## src/rtl/uart_boot_loader.sv

```systemverilog
// UART boot loader: receives a word image (count byte, then LSB-first words) and writes it into instruction memory.
// Optional macro BOOT_CHECKSUM_EN adds a trailing XOR checksum byte and a CHECK state.
module uart_boot_loader #(
    parameter int CLKS_PER_BIT = 868,
    parameter int ADDR_W       = 6
) (
    input  logic              clk,
    input  logic              reset,
    input  logic              boot_en,
    input  logic              rx,
    output logic              imem_we,
    output logic [ADDR_W-1:0] imem_addr,
    output logic [31:0]       imem_wdata,
    output logic              cpu_hold,
    output logic              load_done,
    output logic              load_err
);

    localparam int CNT_W     = $clog2(CLKS_PER_BIT);
    localparam int MAX_WORDS = 2 ** ADDR_W;
    localparam logic [CNT_W-1:0] BIT_LAST  = CNT_W'(CLKS_PER_BIT - 1);
    localparam logic [CNT_W-1:0] HALF_LAST = CNT_W'(CLKS_PER_BIT / 2 - 1);

    typedef enum logic [1:0] {
        RX_IDLE,
        RX_START,
        RX_DATA,
        RX_STOP
    } rx_state_t;

    typedef enum logic [2:0] {
        IDLE,
        GET_COUNT,
        GET_DATA,
        WRITE,
`ifdef BOOT_CHECKSUM_EN
        CHECK,
`endif
        DONE
    } state_t;

    logic             rx_meta_r;
    logic             rx_sync_r;
    rx_state_t        rx_state_r;
    logic [CNT_W-1:0] rx_cnt_r;
    logic [2:0]       rx_bit_r;
    logic [7:0]       rx_shift_r;
    logic             byte_valid_r;
    logic             frame_err_r;

    state_t           state_r;
    logic [1:0]       byte_idx_r;
    logic [7:0]       words_left_r;
    logic             count_too_big_s;
`ifdef BOOT_CHECKSUM_EN
    logic [7:0]       csum_r;
`endif

    assign count_too_big_s = ({24'd0, rx_shift_r} > 32'(MAX_WORDS));

    // Two-flop synchronizer for the asynchronous serial line; idles high.
    always_ff @(posedge clk or posedge reset) begin
        if (reset) begin
            rx_meta_r <= 1'b1;
            rx_sync_r <= 1'b1;
        end else begin
            rx_meta_r <= rx;
            rx_sync_r <= rx_meta_r;
        end
    end

    // 8N1 receiver: start bit re-checked at half a bit, data and stop sampled mid-bit.
    always_ff @(posedge clk or posedge reset) begin
        if (reset) begin
            rx_state_r   <= RX_IDLE;
            rx_cnt_r     <= {CNT_W{1'b0}};
            rx_bit_r     <= 3'd0;
            rx_shift_r   <= 8'h00;
            byte_valid_r <= 1'b0;
            frame_err_r  <= 1'b0;
        end else begin
            byte_valid_r <= 1'b0;
            frame_err_r  <= 1'b0;
            case (rx_state_r)
                RX_IDLE: begin
                    rx_cnt_r <= {CNT_W{1'b0}};
                    if (!rx_sync_r) rx_state_r <= RX_START;
                end
                RX_START: begin
                    if (rx_cnt_r == HALF_LAST) begin
                        rx_cnt_r   <= {CNT_W{1'b0}};
                        rx_bit_r   <= 3'd0;
                        rx_state_r <= rx_sync_r ? RX_IDLE : RX_DATA;
                    end else begin
                        rx_cnt_r <= rx_cnt_r + CNT_W'(1);
                    end
                end
                RX_DATA: begin
                    if (rx_cnt_r == BIT_LAST) begin
                        rx_cnt_r   <= {CNT_W{1'b0}};
                        rx_shift_r <= {rx_sync_r, rx_shift_r[7:1]};
                        rx_bit_r   <= rx_bit_r + 3'd1;
                        if (rx_bit_r == 3'd7) rx_state_r <= RX_STOP;
                    end else begin
                        rx_cnt_r <= rx_cnt_r + CNT_W'(1);
                    end
                end
                RX_STOP: begin
                    if (rx_cnt_r == BIT_LAST) begin
                        rx_cnt_r   <= {CNT_W{1'b0}};
                        rx_state_r <= RX_IDLE;
                        if (rx_sync_r) byte_valid_r <= 1'b1;
                        else           frame_err_r  <= 1'b1;
                    end else begin
                        rx_cnt_r <= rx_cnt_r + CNT_W'(1);
                    end
                end
                default: rx_state_r <= RX_IDLE;
            endcase
        end
    end

    // Loader FSM with registered memory-port and status outputs.
    always_ff @(posedge clk or posedge reset) begin
        if (reset) begin
            state_r      <= IDLE;
            imem_we      <= 1'b0;
            imem_addr    <= {ADDR_W{1'b0}};
            imem_wdata   <= 32'h0000_0000;
            cpu_hold     <= 1'b1;
            load_done    <= 1'b0;
            load_err     <= 1'b0;
            byte_idx_r   <= 2'd0;
            words_left_r <= 8'd0;
`ifdef BOOT_CHECKSUM_EN
            csum_r       <= 8'h00;
`endif
        end else begin
            imem_we <= 1'b0;
            case (state_r)
                IDLE: begin
                    if (boot_en) begin
                        state_r <= GET_COUNT;
                    end else begin
                        state_r   <= DONE;
                        cpu_hold  <= 1'b0;
                        load_done <= 1'b1;
                    end
                end
                GET_COUNT: begin
                    if (frame_err_r) begin
                        load_err  <= 1'b1;
                        imem_addr <= {ADDR_W{1'b0}};
                    end else if (byte_valid_r) begin
                        if (rx_shift_r == 8'd0) begin
                            state_r   <= DONE;
                            cpu_hold  <= 1'b0;
                            load_done <= 1'b1;
                            load_err  <= 1'b0;
                        end else if (count_too_big_s) begin
                            load_err <= 1'b1;
                        end else begin
                            words_left_r <= rx_shift_r;
                            byte_idx_r   <= 2'd0;
                            imem_addr    <= {ADDR_W{1'b0}};
`ifdef BOOT_CHECKSUM_EN
                            csum_r       <= 8'h00;
`endif
                            state_r      <= GET_DATA;
                        end
                    end else begin
                        state_r <= GET_COUNT;
                    end
                end
                GET_DATA: begin
                    if (frame_err_r) begin
                        load_err   <= 1'b1;
                        imem_addr  <= {ADDR_W{1'b0}};
                        byte_idx_r <= 2'd0;
                        state_r    <= GET_COUNT;
                    end else if (byte_valid_r) begin
                        case (byte_idx_r)
                            2'd0:    imem_wdata[7:0]   <= rx_shift_r;
                            2'd1:    imem_wdata[15:8]  <= rx_shift_r;
                            2'd2:    imem_wdata[23:16] <= rx_shift_r;
                            default: imem_wdata[31:24] <= rx_shift_r;
                        endcase
`ifdef BOOT_CHECKSUM_EN
                        csum_r <= csum_r ^ rx_shift_r;
`endif
                        byte_idx_r <= byte_idx_r + 2'd1;
                        if (byte_idx_r == 2'd3) begin
                            imem_we <= 1'b1;
                            state_r <= WRITE;
                        end
                    end else begin
                        state_r <= GET_DATA;
                    end
                end
                WRITE: begin
                    // Address advances after the strobe; after the last word it may wrap unused.
                    imem_addr    <= imem_addr + ADDR_W'(1);
                    words_left_r <= words_left_r - 8'd1;
                    if (words_left_r == 8'd1) begin
`ifdef BOOT_CHECKSUM_EN
                        state_r   <= CHECK;
`else
                        state_r   <= DONE;
                        cpu_hold  <= 1'b0;
                        load_done <= 1'b1;
                        load_err  <= 1'b0;
`endif
                    end else begin
                        state_r <= GET_DATA;
                    end
                end
`ifdef BOOT_CHECKSUM_EN
                CHECK: begin
                    if (frame_err_r) begin
                        load_err  <= 1'b1;
                        imem_addr <= {ADDR_W{1'b0}};
                        state_r   <= GET_COUNT;
                    end else if (byte_valid_r) begin
                        if (rx_shift_r == csum_r) begin
                            state_r   <= DONE;
                            cpu_hold  <= 1'b0;
                            load_done <= 1'b1;
                            load_err  <= 1'b0;
                        end else begin
                            load_err  <= 1'b1;
                            imem_addr <= {ADDR_W{1'b0}};
                            state_r   <= GET_COUNT;
                        end
                    end else begin
                        state_r <= CHECK;
                    end
                end
`endif
                DONE: begin
                    state_r <= DONE;
                end
                default: begin
                    state_r <= IDLE;
                end
            endcase
        end
    end

endmodule

```

## config.mk

```make
export PLATFORM = sky130hd
export DESIGN_NAME = uart_boot_loader
export DESIGN_NICKNAME = d
export VERILOG_FILES = /design/src/rtl/uart_boot_loader.sv
export SDC_FILE = /design/constraint.sdc
export NUM_CORES = 1
export LEC_CHECK = 0
export ABC_AREA = 1
export ABC_CLOCK_PERIOD_IN_PS = 3000
export CAP_MARGIN = 20
export CORE_MARGIN = 4
export CORE_UTILIZATION = 39
export DETAILED_ROUTE_END_ITERATION = 10
export GPL_TIMING_DRIVEN = 0
export PLACE_DENSITY = 0.63
export SYNTH_ARGS = -nofsm -noshare
export SYNTH_HDL_FRONTEND = slang
export SYNTH_SLANG_ARGS = --single-unit
```

## constraint.sdc

```tcl
create_clock -name clk -period 3 [get_ports clk]
set_clock_uncertainty 0.05 [all_clocks]
set_input_delay 0.45 -clock clk [delete_from_list [all_inputs] [get_ports clk]]
set_output_delay 0.45 -clock clk [all_outputs]
set_load 0.05 [all_outputs]
```

### After elaboration in Yosys (flattened, before gate mapping)

Cells that the tools add are included.

| word-level totals | value |
|---|---|
| flip-flop bits (word level) | 82 |
| bits of input ports | 4 |
| output and inout bits | 42 |
| word-level logic and storage cells | 155 |

| cells by class | value |
|---|---|
| add/sub/neg operators | 5 |
| magnitude comparators | 1 |
| equality and inequality tests | 34 |
| multiplexer cells | 69 |
| bitwise operators | 2 |
| reductions and logical operators | 24 |

Operators by type and width:

| kind | number |
|---|---|
| 3-bit two-way mux | 11 |
| 8-bit two-way mux | 4 |
| 6-bit two-way mux | 5 |
| 10-bit case mux with 3 select lines | 1 |
| 2-bit != test (second input constant) | 13 |
| 1-bit two-way mux | 25 |
| 2-bit two-way mux | 12 |
| 10-bit two-way mux | 2 |
| 5-bit AND reduction | 4 |
| 6-bit case mux with 3 select lines | 1 |
| 8-bit case mux with 2 select lines | 1 |
| 4-bit AND reduction | 4 |
| 3-bit case mux with 5 select lines | 1 |
| 3-bit != test (second input constant) | 4 |
| 4-bit != test (second input constant) | 3 |
| 6-bit AND reduction | 2 |
| 10-bit by 1-bit adder with 10-bit output (second input constant) | 1 |
| 10-bit equality test (second input constant) | 1 |
| 10-bit by 9-bit equality test with 1-bit output (second input constant) | 1 |
| 1-bit case mux with 3 select lines | 3 |
| 2-bit equality test (second input constant) | 4 |
| 8-bit by 1-bit equality test with 1-bit output (second input constant) | 1 |
| 8-bit by 7-bit greater-than comparator with 1-bit output (second input constant) | 1 |
| 8-bit logical NOT | 1 |
| other kinds (20) | 29 |

### Logic depth before layout (Yosys ltp)

| depth | value |
|---|---|
| depth after elaboration | 6 |
| gate-level depth with buffers | 10 |
| gate-level depth less buffers | 10 |

### Least setup slack after synthesis

OpenSTA, ideal clock, no wires.

| timing | value |
|---|---|
| path kind | register to register |
| from | register rx_cnt_r[0] |
| to | register rx_cnt_r[6] |
| setup time | 0.120 ns |
| arrival | 1.310 ns |
| data required time | 2.830 ns |
| path slack | 1.520 ns |
| cell stages (with the launch flop) | 8 |
| buffers on the path | 0 |
| period minus slack after synthesis | 1.480 ns |
| cell sequence | dfrtp_1 ha_1 nand2_1 nor2_1 nand3_2 nand2_1 nand2_1 and3_1 |

| between the ends | value |
|---|---|
| longest elaborated chain between the ends | 3 |
| elaborated cells between the ends (all ways) | 6 |
| classes of those cells | 1 x add/sub; 2 x eq/ne; 3 x mux |

RTL lines:

| element | line | text |
|---|---|---|
| start, declared | 45 | `logic [CNT_W-1:0] rx_cnt_r;` |
| start signal, assigned | 76 | `rx_cnt_r <= {CNT_W{1'b0}};` |
| start signal, assigned | 86 | `rx_cnt_r <= {CNT_W{1'b0}};` |
| start signal, assigned | 91 | `rx_cnt_r <= {CNT_W{1'b0}};` |
| 10-bit by 1-bit adder with 10-bit output (tied with other cells) | 95, 105, 115 |  |
| 10-bit two-way mux (on tied branches) | 99, 109, 90 |  |
| 10-bit case mux with 3 select lines * | 84 | `case (rx_state_r)` |

Every way passes the cells marked *; elsewhere a longest branch is shown, timed or not.
A chain may end at the register's enable or synchronous reset.

### Worst setup path after layout

| timing | value |
|---|---|
| from | register cpu_hold |
| to | output cpu_hold |

RTL lines:

| element | line | text |
|---|---|---|
| start, declared | 14 | `output logic cpu_hold,` |
| start signal, assigned | 130 | `cpu_hold <= 1'b1;` |
| start signal, assigned | 146 | `cpu_hold <= 1'b0;` |
| start signal, assigned | 157 | `cpu_hold <= 1'b0;` |

No word-level cell between the ends.

==> results.py <==
metrics = {
    "setup_path": {
        "cp_slowest_cell": "clkdlybuf4s50_1",
        "critical-path-top-delay-family": "buffers and inverters",
        "critPathBufInv": 1,
        "crit_chain": "clkdlybuf4s50_1",
        "r2r_slack_ns": 1.22,
        "critPathKind": "reg -> out",
        "cp-endpoint": "cpu_hold",
        "r2r_cells": 7,
        "r2r-start": "rx_cnt_r[0]",
        "required_ns": 2.50,
        "cp-start-kind": "flip-flop",
        "startpoint": "cpu_hold",
        "worstPathMaxFanout": 2,
        "worstPathArrival_ns": 1.71,
        "cp-end-kind": "output port",
        "r2r-end": "rx_cnt_r[6]",
        "slowest_delay_ns": 0.80,
        "cp.depth": 1,
    },
    "sta": {
        "finalMaxSlewViolations": 0,
        "setup_tns_ns": 0,
        "post-route-period-util_pct": 73.6,
        "clock.fmax_mhz": 453,
        "finalHoldViolCount": 0,
        "min_period_ns": 2.21,
        "slew_headroom_pct": 65.6,
        "timing.hold.ws_ns": 0.293,
        "finalSetupViolCount": 0,
        "rsz0062_at_grt": "no",
        "worstMarginPinSlew_ns": 0.515,
    },
    "grt": {
        "grt_max_degree": 70,
        "antenna_found_initial": 0,
        "first_global_vias": 3240,
        "overflow": 0,
        "grt_use_total_pct": 15.0,
        "grt_pass1_wl_mm": 15.4,
    },
    "placed_design": {
        "dp.cells": 648,
        "port_buffers": 45,
        "place_congestion": 0.844,
        "hpwlAfterDp_mm": 6.23,
    },
    "synthesis": {
        "synth.ff_latch_count": 82,
        "syn_inst": 466,
        "avgSynthCellArea_um2": 8.88,
        "synth_top_family_by_area": "simple AND/OR/NAND/NOR gates",
        "synth-edff-count": 0,
        "synthDistinctLibCells": 39,
        "yosysTopAreaCell": "dfrtp_1",
        "syn-num-nets": 482,
        "async_flop_share_pct": 100,
        "synth_area_leaders": "dfrtp_1 (48%), nand2_1 (9.0%), nor2_1 (6.3%), nand3_1 (4.2%), ha_1 (3.6%)",
        "yosysWarnings": 0,
        "ys_seq_area_share_pct": 49.7,
        "synth.most_common_cell": "nand2_1",
        "synth_common_cells": "nand2_1 (99), dfrtp_1 (79), nor2_1 (69)",
        "synth_compound_area_share_pct": 10.4,
        "synth-xor-area-share_pct": 0.635,
        "synth.top_cell.area_share_pct": 47.8,
        "synth_fa_ha_area_share_pct": 3.63,
        "muxShareOfSynthArea_pct": 2.18,
        "netlist_area_mm2": 0.00414,
        "synth-simple-area-share_pct": 27.6,
        "synth-main-ff-cell": "dfrtp_1",
    },
    "route": {
        "drt-initial-drc-count": 197,
        "drc": 0,
        "via_count": 3228,
        "detail_route.wl_per_cell_um": 12.8,
        "ant_nets": 0,
        "first_pass_iters": 4,
        "viasPerCell": 4.86,
        "routed_wl_mm": 8.53,
    },
    "floorplanning": {
        "die_w_um": 111,
        "die_area_mm2": 0.0123,
        "initial_core_util_pct": 40.1,
        "rows": 37,
        "coreArea_mm2": 0.0103,
        "ioPinCount": 46,
        "fp.dieH_um": 111,
    },
    "clock_network": {
        "cts_buffer_depth": 2,
        "ctsHoldBuffers": 0,
        "ctsResizeCount": 0,
        "postCtsSetupBuffers": 0,
        "cts_tree": "done",
        "insertion_delay_ns": 0.37,
        "cts-root-buf": "clkbuf_8",
        "cts.clk_slew.worst_paths_ns": 0.10,
        "cts_made_buffers": 9,
        "clock-sinks": 82,
        "cts-htree-levels": 3,
    },
    "worst_hold_path": {
        "hold_path.class": "in -> async",
    },
    "power": {
        "power.density_mw_per_mm2": 426,
        "power_leakage_nw": 2.42,
        "ir_worst_vdd_mv": 0.201,
        "fin_total_pwr_mw": 2.13,
    },
    "flow_run": {
        "drv_cap": 0,
    },
    "layout": {
        "nNetsFinal": 539,
        "n_antenna_cell": 0,
        "area_growth_pct": 20.6,
        "layout-drive-gt1-share_pct": 15.5,
        "final_cell_count_no_fill": 664,
    },
    "run_status": {
        "status": "completed",
    },
}
-- how the worst min path moves through the flow --
stage | depth (start not counted) | end | start
CTS | 2 | state_r[2] | reset
global route | 2 | state_r[2] | reset
global placement | 0 | rx_sync_r | rx_meta_r
finish | 2 | state_r[2] | reset
detailed placement | 0 | rx_sync_r | rx_meta_r
floorplan | 0 | rx_sync_r | rx_meta_r
-- sequential cells by signal, summed over array words and instances (netlist names), named ones only --
| signal | cells |
|---|---|
| rx_sync_r | 1 |
| rx_bit_r | 3 |
| frame_err_r | 1 |
| load_done | 1 |
| load_err | 1 |
| rx_meta_r | 1 |
| byte_valid_r | 1 |
| rx_cnt_r | 10 |
| imem_wdata | 32 |
| imem_addr | 6 |
| state_r | 3 |
| imem_we | 1 |
| rx_shift_r | 8 |
| rx_state_r | 1 |
| byte_idx_r | 2 |
| cpu_hold | 1 |
| words_left_r | 8 |
-- metal layers --
metal  part of all wire (%)  routed length, um  global-route usage, %
met4                    1.6                137                   4.87
met1                     47               4020                   20.0
met3                    4.7                399                   3.60
met2                     47               3970                   24.2
met5                      0                  0                      0
-- final cells by class --
type / count / area [um2]
Buffer: 8 / 72.6
Clock inverter: 7 / 76.3
Fill cell: 969 / 5330
Inverter: 45 / 174
Clock buffer: 9 / 124
Sequential cell: 82 / 2060
Multi-Input combinational cell: 331 / 1840
Tap cell: 136 / 170
Timing Repair Buffer: 46 / 478
-- placed cells by master (no fill, tap or decap), drive strengths merged, types with 2 or more instances in the layout --
master / instances
nand2: 108
dfrtp: 79
nor2: 78
inv: 50
clkdlybuf4s50: 45
nand3: 38
a21oi: 37
o21ai: 24
ha: 12
clkbuf: 9
buf: 9
mux2: 8
nand4: 7
nor3: 5
dfstp: 3
o21bai: 3
xor2: 2
and3: 2
or2: 2
clkinv: 2
-- through the flow --
| step | setup WS, ns | cell area [um2] | utilization [%] |
|---|---|---|---|
| 2_1_floorplan | 0.397 | 4140 | - |
| 3_3_place_gp | -0.995 | 4760 | 46.1 |
| 3_5_place_dp | 1.18 | 4790 | 46.4 |
| 4_1_cts | 0.761 | 4990 | 48.3 |
| 5_1_grt | 0.736 | 4990 | 48.3 |
| 6_report | 0.793 | 4990 | 48.3 |
-- logic make-up (layout without fill, tap and decap cells) --
group / after synthesis / after routing
mux: 8 / 8
fa+ha+maj: 12 / 12
buf+inv: 53 / 115
compound gates: 67 / 67
simple gates: 241 / 241
xor+xnor: 3 / 3
flops: 82 / 82
-- report_power, final --
| part | internal [mW] | total, mW | switching [mW] | leakage [nW] |
|---|---|---|---|---|
| logic | 0.0584 | 0.168 | 0.110 | 1.21 |
| clock network | 0.332 | 0.808 | 0.476 | 0.103 |
| registers | 1.12 | 1.15 | 0.0302 | 1.11 |
No activity file was read; power rests on OpenSTA's default activity.
